$ cat src/rtl/logic_op_arbiter.sv
// logic_op_arbiter: four requesters share a single bitwise logic unit.
// A round-robin pointer selects one request at a time; the winner's opcode
// and operands are latched, evaluated one cycle later, and the result is
// held on the output until the consumer accepts it.
module logic_op_arbiter #(
  parameter int WIDTH = 8
) (
  input  logic               clk,
  input  logic               rst,
  input  logic [3:0]         req,
  input  logic [11:0]        op_bus,
  input  logic [4*WIDTH-1:0] a_bus,
  input  logic [4*WIDTH-1:0] b_bus,
  output logic [3:0]         gnt,
  output logic               busy,
  output logic               res_valid,
  input  logic               res_ready,
  output logic [WIDTH-1:0]   res_data,
  output logic [1:0]         res_id,
  output logic               res_err
);

  typedef enum logic [1:0] {
    ST_IDLE = 2'd0,
    ST_EXEC = 2'd1,
    ST_HOLD = 2'd2
  } state_t;

  localparam logic [2:0] OP_AND  = 3'd0;
  localparam logic [2:0] OP_OR   = 3'd1;
  localparam logic [2:0] OP_NAND = 3'd2;
  localparam logic [2:0] OP_NOR  = 3'd3;
  localparam logic [2:0] OP_NOTA = 3'd4;
  localparam logic [2:0] OP_XOR  = 3'd5;
  localparam logic [2:0] OP_XNOR = 3'd6;
  localparam logic [2:0] OP_RSVD = 3'd7;

  // Shared logic unit: purely bitwise, so the result never grows beyond WIDTH.
  function automatic logic [WIDTH-1:0] logic_op(input logic [2:0]       op,
                                                input logic [WIDTH-1:0] a,
                                                input logic [WIDTH-1:0] b);
    logic [WIDTH-1:0] r;
    case (op)
      OP_AND:  r = a & b;
      OP_OR:   r = a | b;
      OP_NAND: r = ~(a & b);
      OP_NOR:  r = ~(a | b);
      OP_NOTA: r = ~a;
      OP_XOR:  r = a ^ b;
      OP_XNOR: r = ~(a ^ b);
      default: r = {WIDTH{1'b0}};
    endcase
    return r;
  endfunction

  // Requester index to one-hot grant vector.
  function automatic logic [3:0] to_onehot(input logic [1:0] idx);
    logic [3:0] v;
    case (idx)
      2'd0:    v = 4'b0001;
      2'd1:    v = 4'b0010;
      2'd2:    v = 4'b0100;
      2'd3:    v = 4'b1000;
      default: v = 4'b0000;
    endcase
    return v;
  endfunction

  state_t           state_r;
  logic [1:0]       ptr_r;
  logic [2:0]       op_r;
  logic [WIDTH-1:0] a_r;
  logic [WIDTH-1:0] b_r;
  logic [1:0]       id_r;
  logic [3:0]       gnt_r;
  logic             busy_r;
  logic             res_valid_r;
  logic [WIDTH-1:0] res_data_r;
  logic [1:0]       res_id_r;
  logic             res_err_r;

  logic             found_s;
  logic [1:0]       winner_s;
  logic [1:0]       cand_s;
  logic [2:0]       op_sel_s;
  logic [WIDTH-1:0] a_sel_s;
  logic [WIDTH-1:0] b_sel_s;

  // Round-robin search: first asserted request at or above ptr, wrapping 3->0.
  always_comb begin
    found_s  = 1'b0;
    winner_s = 2'd0;
    cand_s   = 2'd0;
    for (int k = 0; k < 4; k++) begin
      cand_s = ptr_r + 2'(k);
      if (!found_s && req[cand_s]) begin
        found_s  = 1'b1;
        winner_s = cand_s;
      end else begin
        found_s  = found_s;
        winner_s = winner_s;
      end
    end
  end

  // Route the winner's opcode and operands toward the capture registers.
  always_comb begin
    op_sel_s = 3'd0;
    a_sel_s  = {WIDTH{1'b0}};
    b_sel_s  = {WIDTH{1'b0}};
    case (winner_s)
      2'd0: begin
        op_sel_s = op_bus[2:0];
        a_sel_s  = a_bus[WIDTH*0 +: WIDTH];
        b_sel_s  = b_bus[WIDTH*0 +: WIDTH];
      end
      2'd1: begin
        op_sel_s = op_bus[5:3];
        a_sel_s  = a_bus[WIDTH*1 +: WIDTH];
        b_sel_s  = b_bus[WIDTH*1 +: WIDTH];
      end
      2'd2: begin
        op_sel_s = op_bus[8:6];
        a_sel_s  = a_bus[WIDTH*2 +: WIDTH];
        b_sel_s  = b_bus[WIDTH*2 +: WIDTH];
      end
      2'd3: begin
        op_sel_s = op_bus[11:9];
        a_sel_s  = a_bus[WIDTH*3 +: WIDTH];
        b_sel_s  = b_bus[WIDTH*3 +: WIDTH];
      end
      default: begin
        op_sel_s = 3'd0;
        a_sel_s  = {WIDTH{1'b0}};
        b_sel_s  = {WIDTH{1'b0}};
      end
    endcase
  end

  // Control FSM with all outputs registered; reset drops any in-flight op.
  always_ff @(posedge clk) begin
    if (rst) begin
      state_r     <= ST_IDLE;
      ptr_r       <= 2'd0;
      op_r        <= 3'd0;
      a_r         <= {WIDTH{1'b0}};
      b_r         <= {WIDTH{1'b0}};
      id_r        <= 2'd0;
      gnt_r       <= 4'b0000;
      busy_r      <= 1'b0;
      res_valid_r <= 1'b0;
      res_data_r  <= {WIDTH{1'b0}};
      res_id_r    <= 2'd0;
      res_err_r   <= 1'b0;
    end else begin
      case (state_r)
        ST_IDLE: begin
          if (found_s) begin
            op_r    <= op_sel_s;
            a_r     <= a_sel_s;
            b_r     <= b_sel_s;
            id_r    <= winner_s;
            gnt_r   <= to_onehot(winner_s);
            ptr_r   <= winner_s + 2'd1;
            busy_r  <= 1'b1;
            state_r <= ST_EXEC;
          end else begin
            gnt_r   <= 4'b0000;
            state_r <= ST_IDLE;
          end
        end
        ST_EXEC: begin
          // Requests arriving now are ignored; operands were latched at grant.
          res_data_r  <= logic_op(op_r, a_r, b_r);
          res_err_r   <= (op_r == OP_RSVD);
          res_id_r    <= id_r;
          res_valid_r <= 1'b1;
          gnt_r       <= 4'b0000;
          state_r     <= ST_HOLD;
        end
        ST_HOLD: begin
          if (res_ready) begin
            // Result payload stays on the bus; only valid drops.
            res_valid_r <= 1'b0;
            busy_r      <= 1'b0;
            state_r     <= ST_IDLE;
          end else begin
            state_r     <= ST_HOLD;
          end
        end
        default: begin
          gnt_r       <= 4'b0000;
          busy_r      <= 1'b0;
          res_valid_r <= 1'b0;
          state_r     <= ST_IDLE;
        end
      endcase
    end
  end

  assign gnt       = gnt_r;
  assign busy      = busy_r;
  assign res_valid = res_valid_r;
  assign res_data  = res_data_r;
  assign res_id    = res_id_r;
  assign res_err   = res_err_r;

endmodule
$ cat config.mk
export PLATFORM = sky130hd
export DESIGN_NAME = logic_op_arbiter
export DESIGN_NICKNAME = d
export VERILOG_FILES = /design/src/rtl/logic_op_arbiter.sv
export SDC_FILE = /design/constraint.sdc
export NUM_CORES = 1
export LEC_CHECK = 0
export ABC_AREA = 1
export CORE_ASPECT_RATIO = 0.9
export CORE_UTILIZATION = 30
export CTS_BUF_LIST = sky130_fd_sc_hd__clkbuf_8
export CTS_CLUSTER_SIZE = 25
export DETAILED_ROUTE_END_ITERATION = 8
export DONT_BUFFER_PORTS = 1
export GPL_ROUTABILITY_DRIVEN = 0
export PLACE_DENSITY = 0.53
export REMOVE_ABC_BUFFERS = 1
export SLEW_MARGIN = 40
export SYNTH_ARGS = -nofsm -noshare
export SYNTH_HDL_FRONTEND = slang
export SYNTH_SLANG_ARGS = --single-unit
$ cat constraint.sdc
create_clock -name clk -period 4.8 [get_ports clk]
set_clock_uncertainty 0.05 [all_clocks]
set_input_delay 0.96 -clock clk [delete_from_list [all_inputs] [get_ports clk]]
set_output_delay 0.96 -clock clk [all_outputs]
set_load 0.005 [all_outputs]
==> metrics.txt <==
status completed; register area share after synthesis 27.9%; cell row count 34; Final Cycle Share 57.9%; Vias/cell 5.03; nets@finish 531; dpl ws 1.70 ns; origin of the worst setup path req[1]; # fillers 1,072; layout cells sized above 1 10.3%; cts repair resizes 0; placed cell count 546; crit path max-delay cell type ha_1; RSZ-0062 raised after global routing no; vias in the first global route 2,540; drt wl/cell 13.4 µm; Fin. Hold Viols 0; Post-Syn Instances 440; Num CTS Buffers 5; htree depth 2; later-pin clock latency in the skew report 0.29 ns; pin count of the biggest net entering global routing 40; post-CTS setup buffers 0; Overall Global Routing Usage 14.7%; WP data required 4.98 ns; Worst Reg2Reg Path Length in Cells 14; area of the die 0.0105 mm²; area delta synth->final 4.06%; GRT overflow 0; PwrDens 844 mW/mm²; Hold Path End res_valid; hold path cells 1; flops & latches, synth 42; Worst Path Arrival 2.96 ns; Ys Warns 0; chip width 108 µm; CTS tree done; Crit Path Category in2reg; Crit Reg-Reg Startpoint ptr_r[0]; initial antenna violation count 0; hold_buf cts 0; CTS root buffer clkbuf_8; max incr delay on CP 0.63 ns; I/O Pins 100; Die Y 97.1 µm; Worst VDD drop 0.324 mV; critical-path maximum fanout 19; worst-path cell chain inv_1 > nand2_1 > nand3_1 > nand2_2 > nor2_4 > nand3_1 > nand3_1 > nand2_1 > inv_1 > ha_1 > a22o_1 > o22ai_1 > o21ai_2; DR DRC count 0; first-pass GRT wire length 12.3 mm; worst setup margin 2.02 ns; CORE AREA 0.00970 mm²; drt pass-1 iters 4; hold wc startpoint state_r[1]; synth unique cells 30; Crit Reg-Reg Endpoint b_r[5]; crit-path most repeated cell nand3_1; ANT cells 0; CTS clock-pin slew for the worst setup and hold paths 0.08 ns; Crit. End Element flop; area of the multi-input gates 0.00181 mm²; final setup fails 0; mapped cell area 0.00302 mm²; WHS 0.420 ns; Max-Cap Viols 0; Fmax 0.360 GHz; Port Buffer Count 0; Worst Tran Pin Value 0.772 ns; initial drt markers 159; Reg2Reg Setup Slack 2.04 ns; final critical-path required period 2.78 ns; hpwl dp 5.65 mm; setup TNS 0 ns; Initial Util 31.1%; Routed WL 7.43 mm; clk sinks 42; Sequential Area 841 µm²; max-slew violations 0; Layout Cells excl Fill 554; Bufs on Longest Clock Path 2; Hold Path Class reg2reg; worst rel slew slack 48.5%; routed via count 2,786; Avg Cell Area, Syn 6.86 µm²; antenna-violating nets left 0; leakage power 1.47 nW; Worst setup SP type primary input
routing by layer:
metal	track usage (%)	up-vias	part of all wire [%]
met5	0	-	0
met1	20.8	1250	50
met3	2.88	10	6.7
li1	-	1434	-
met2	21.9	92	41
met4	5.48	0	2.2
worst max path at each step:
stage | to | slack, ns | depth (start not counted)
finish | b_r[5] | 2.02 | 13
global route | b_r[3] | 1.69 | 15
CTS | op_r[0] | 2.01 | 14
detailed placement | op_r[0] | 1.70 | 13
global placement | op_r[0] | 1.55 | 13
floorplan | a_r[0] | 1.90 | 13
final cells by class:
type / instances / share of cell area (%)
Multi-Input combinational cell: 315 / 57.6
Clock inverter: 2 / 0.279
Inverter: 63 / 7.69
Tap cell: 126 / 5.02
Clock buffer: 6 / 2.63
Sequential cell: 42 / 26.8
power breakdown:
part | internal (W) | switching, W | total [W]
sequential | 0.000477 | 0.000119 | 0.000596
clock | 0.000114 | 0.000120 | 0.000235
combinational | 0.000675 | 0.00114 | 0.00182
flip-flops by register name (all words and copies together), names as in the netlist, 2 cells and up:
signal    count
a_r           8
b_r           8
res_data      8
gnt           4
op_r          3
id_r          2
ptr_r         2
res_id        2
state_r       2
Yosys cell counts:
| library cell | count | area [µm²] |
|---|---|---|
| nand2_2 | 6 | 37.5 |
| nand2_4 | 1 | 11.3 |
| a22o_1 | 19 | 166 |
| ha_1 | 21 | 263 |
| inv_4 | 2 | 12.5 |
| nor2_1 | 18 | 67.6 |
| dfxtp_1 | 42 | 841 |
| clkbuf_1 | 15 | 56.3 |
| or2_2 | 1 | 6.26 |
| nand3_2 | 1 | 10.0 |
| inv_1 | 60 | 225 |
| a21oi_2 | 1 | 8.76 |
| nor3_1 | 1 | 5.00 |
| nor2_4 | 1 | 11.3 |
| o211a_1 | 1 | 10.0 |
| o21ai_0 | 25 | 125 |
| inv_2 | 1 | 3.75 |
| a21oi_1 | 13 | 65.1 |
| buf_6 | 2 | 22.5 |
| buf_4 | 1 | 7.51 |
| nand3_1 | 42 | 210 |
| o31ai_1 | 1 | 7.51 |
| o21bai_1 | 1 | 7.51 |
| nand4_1 | 1 | 6.26 |
| nand2_8 | 1 | 20.0 |
| buf_12 | 2 | 40.0 |
| nor3_2 | 1 | 10.0 |
| nand2_1 | 113 | 424 |
| o22ai_1 | 27 | 169 |
| o21ai_2 | 19 | 166 |
kinds of logic (layout without fill, tap and decap cells):
kind of cell,after synthesis,count (layout),share of synthesized area [%]
DFF,42,42,27.9
adders and majority gates,21,21,8.71
and+or+nand+nor,187,187,27.2
AOI/OAI and AO/OA,107,107,24.1
buffers and inverters,83,71,12.2
cell usage in the layout, fill, tap and decap left out, types with 18 or more instances in the layout:
cell / n
ha_1: 21
nand3_1: 42
o22ai_1: 27
o21ai_2: 19
a22o_1: 19
o21ai_0: 25
inv_1: 59
dfxtp_1: 42
nand2_1: 113
nor2_1: 18
critical path: cells and delay by family:
kind	cells	cell delay (ns)
compound gates	3	0.52
fa+ha+maj	1	0.63
simple gates	7	0.69
buf+inv	2	0.15
through the flow:
stage	area, µm²	total power, W	utilization [%]
finish	3140	0.00265	32.4
global route	3140	0.00297	32.4
CTS	3140	0.00268	32.4
detailed placement	3050	0.00244	31.4
global placement	3050	0.00240	31.4
floorplan	2890	0.00205	-
(Power assumes the default switching activity.)
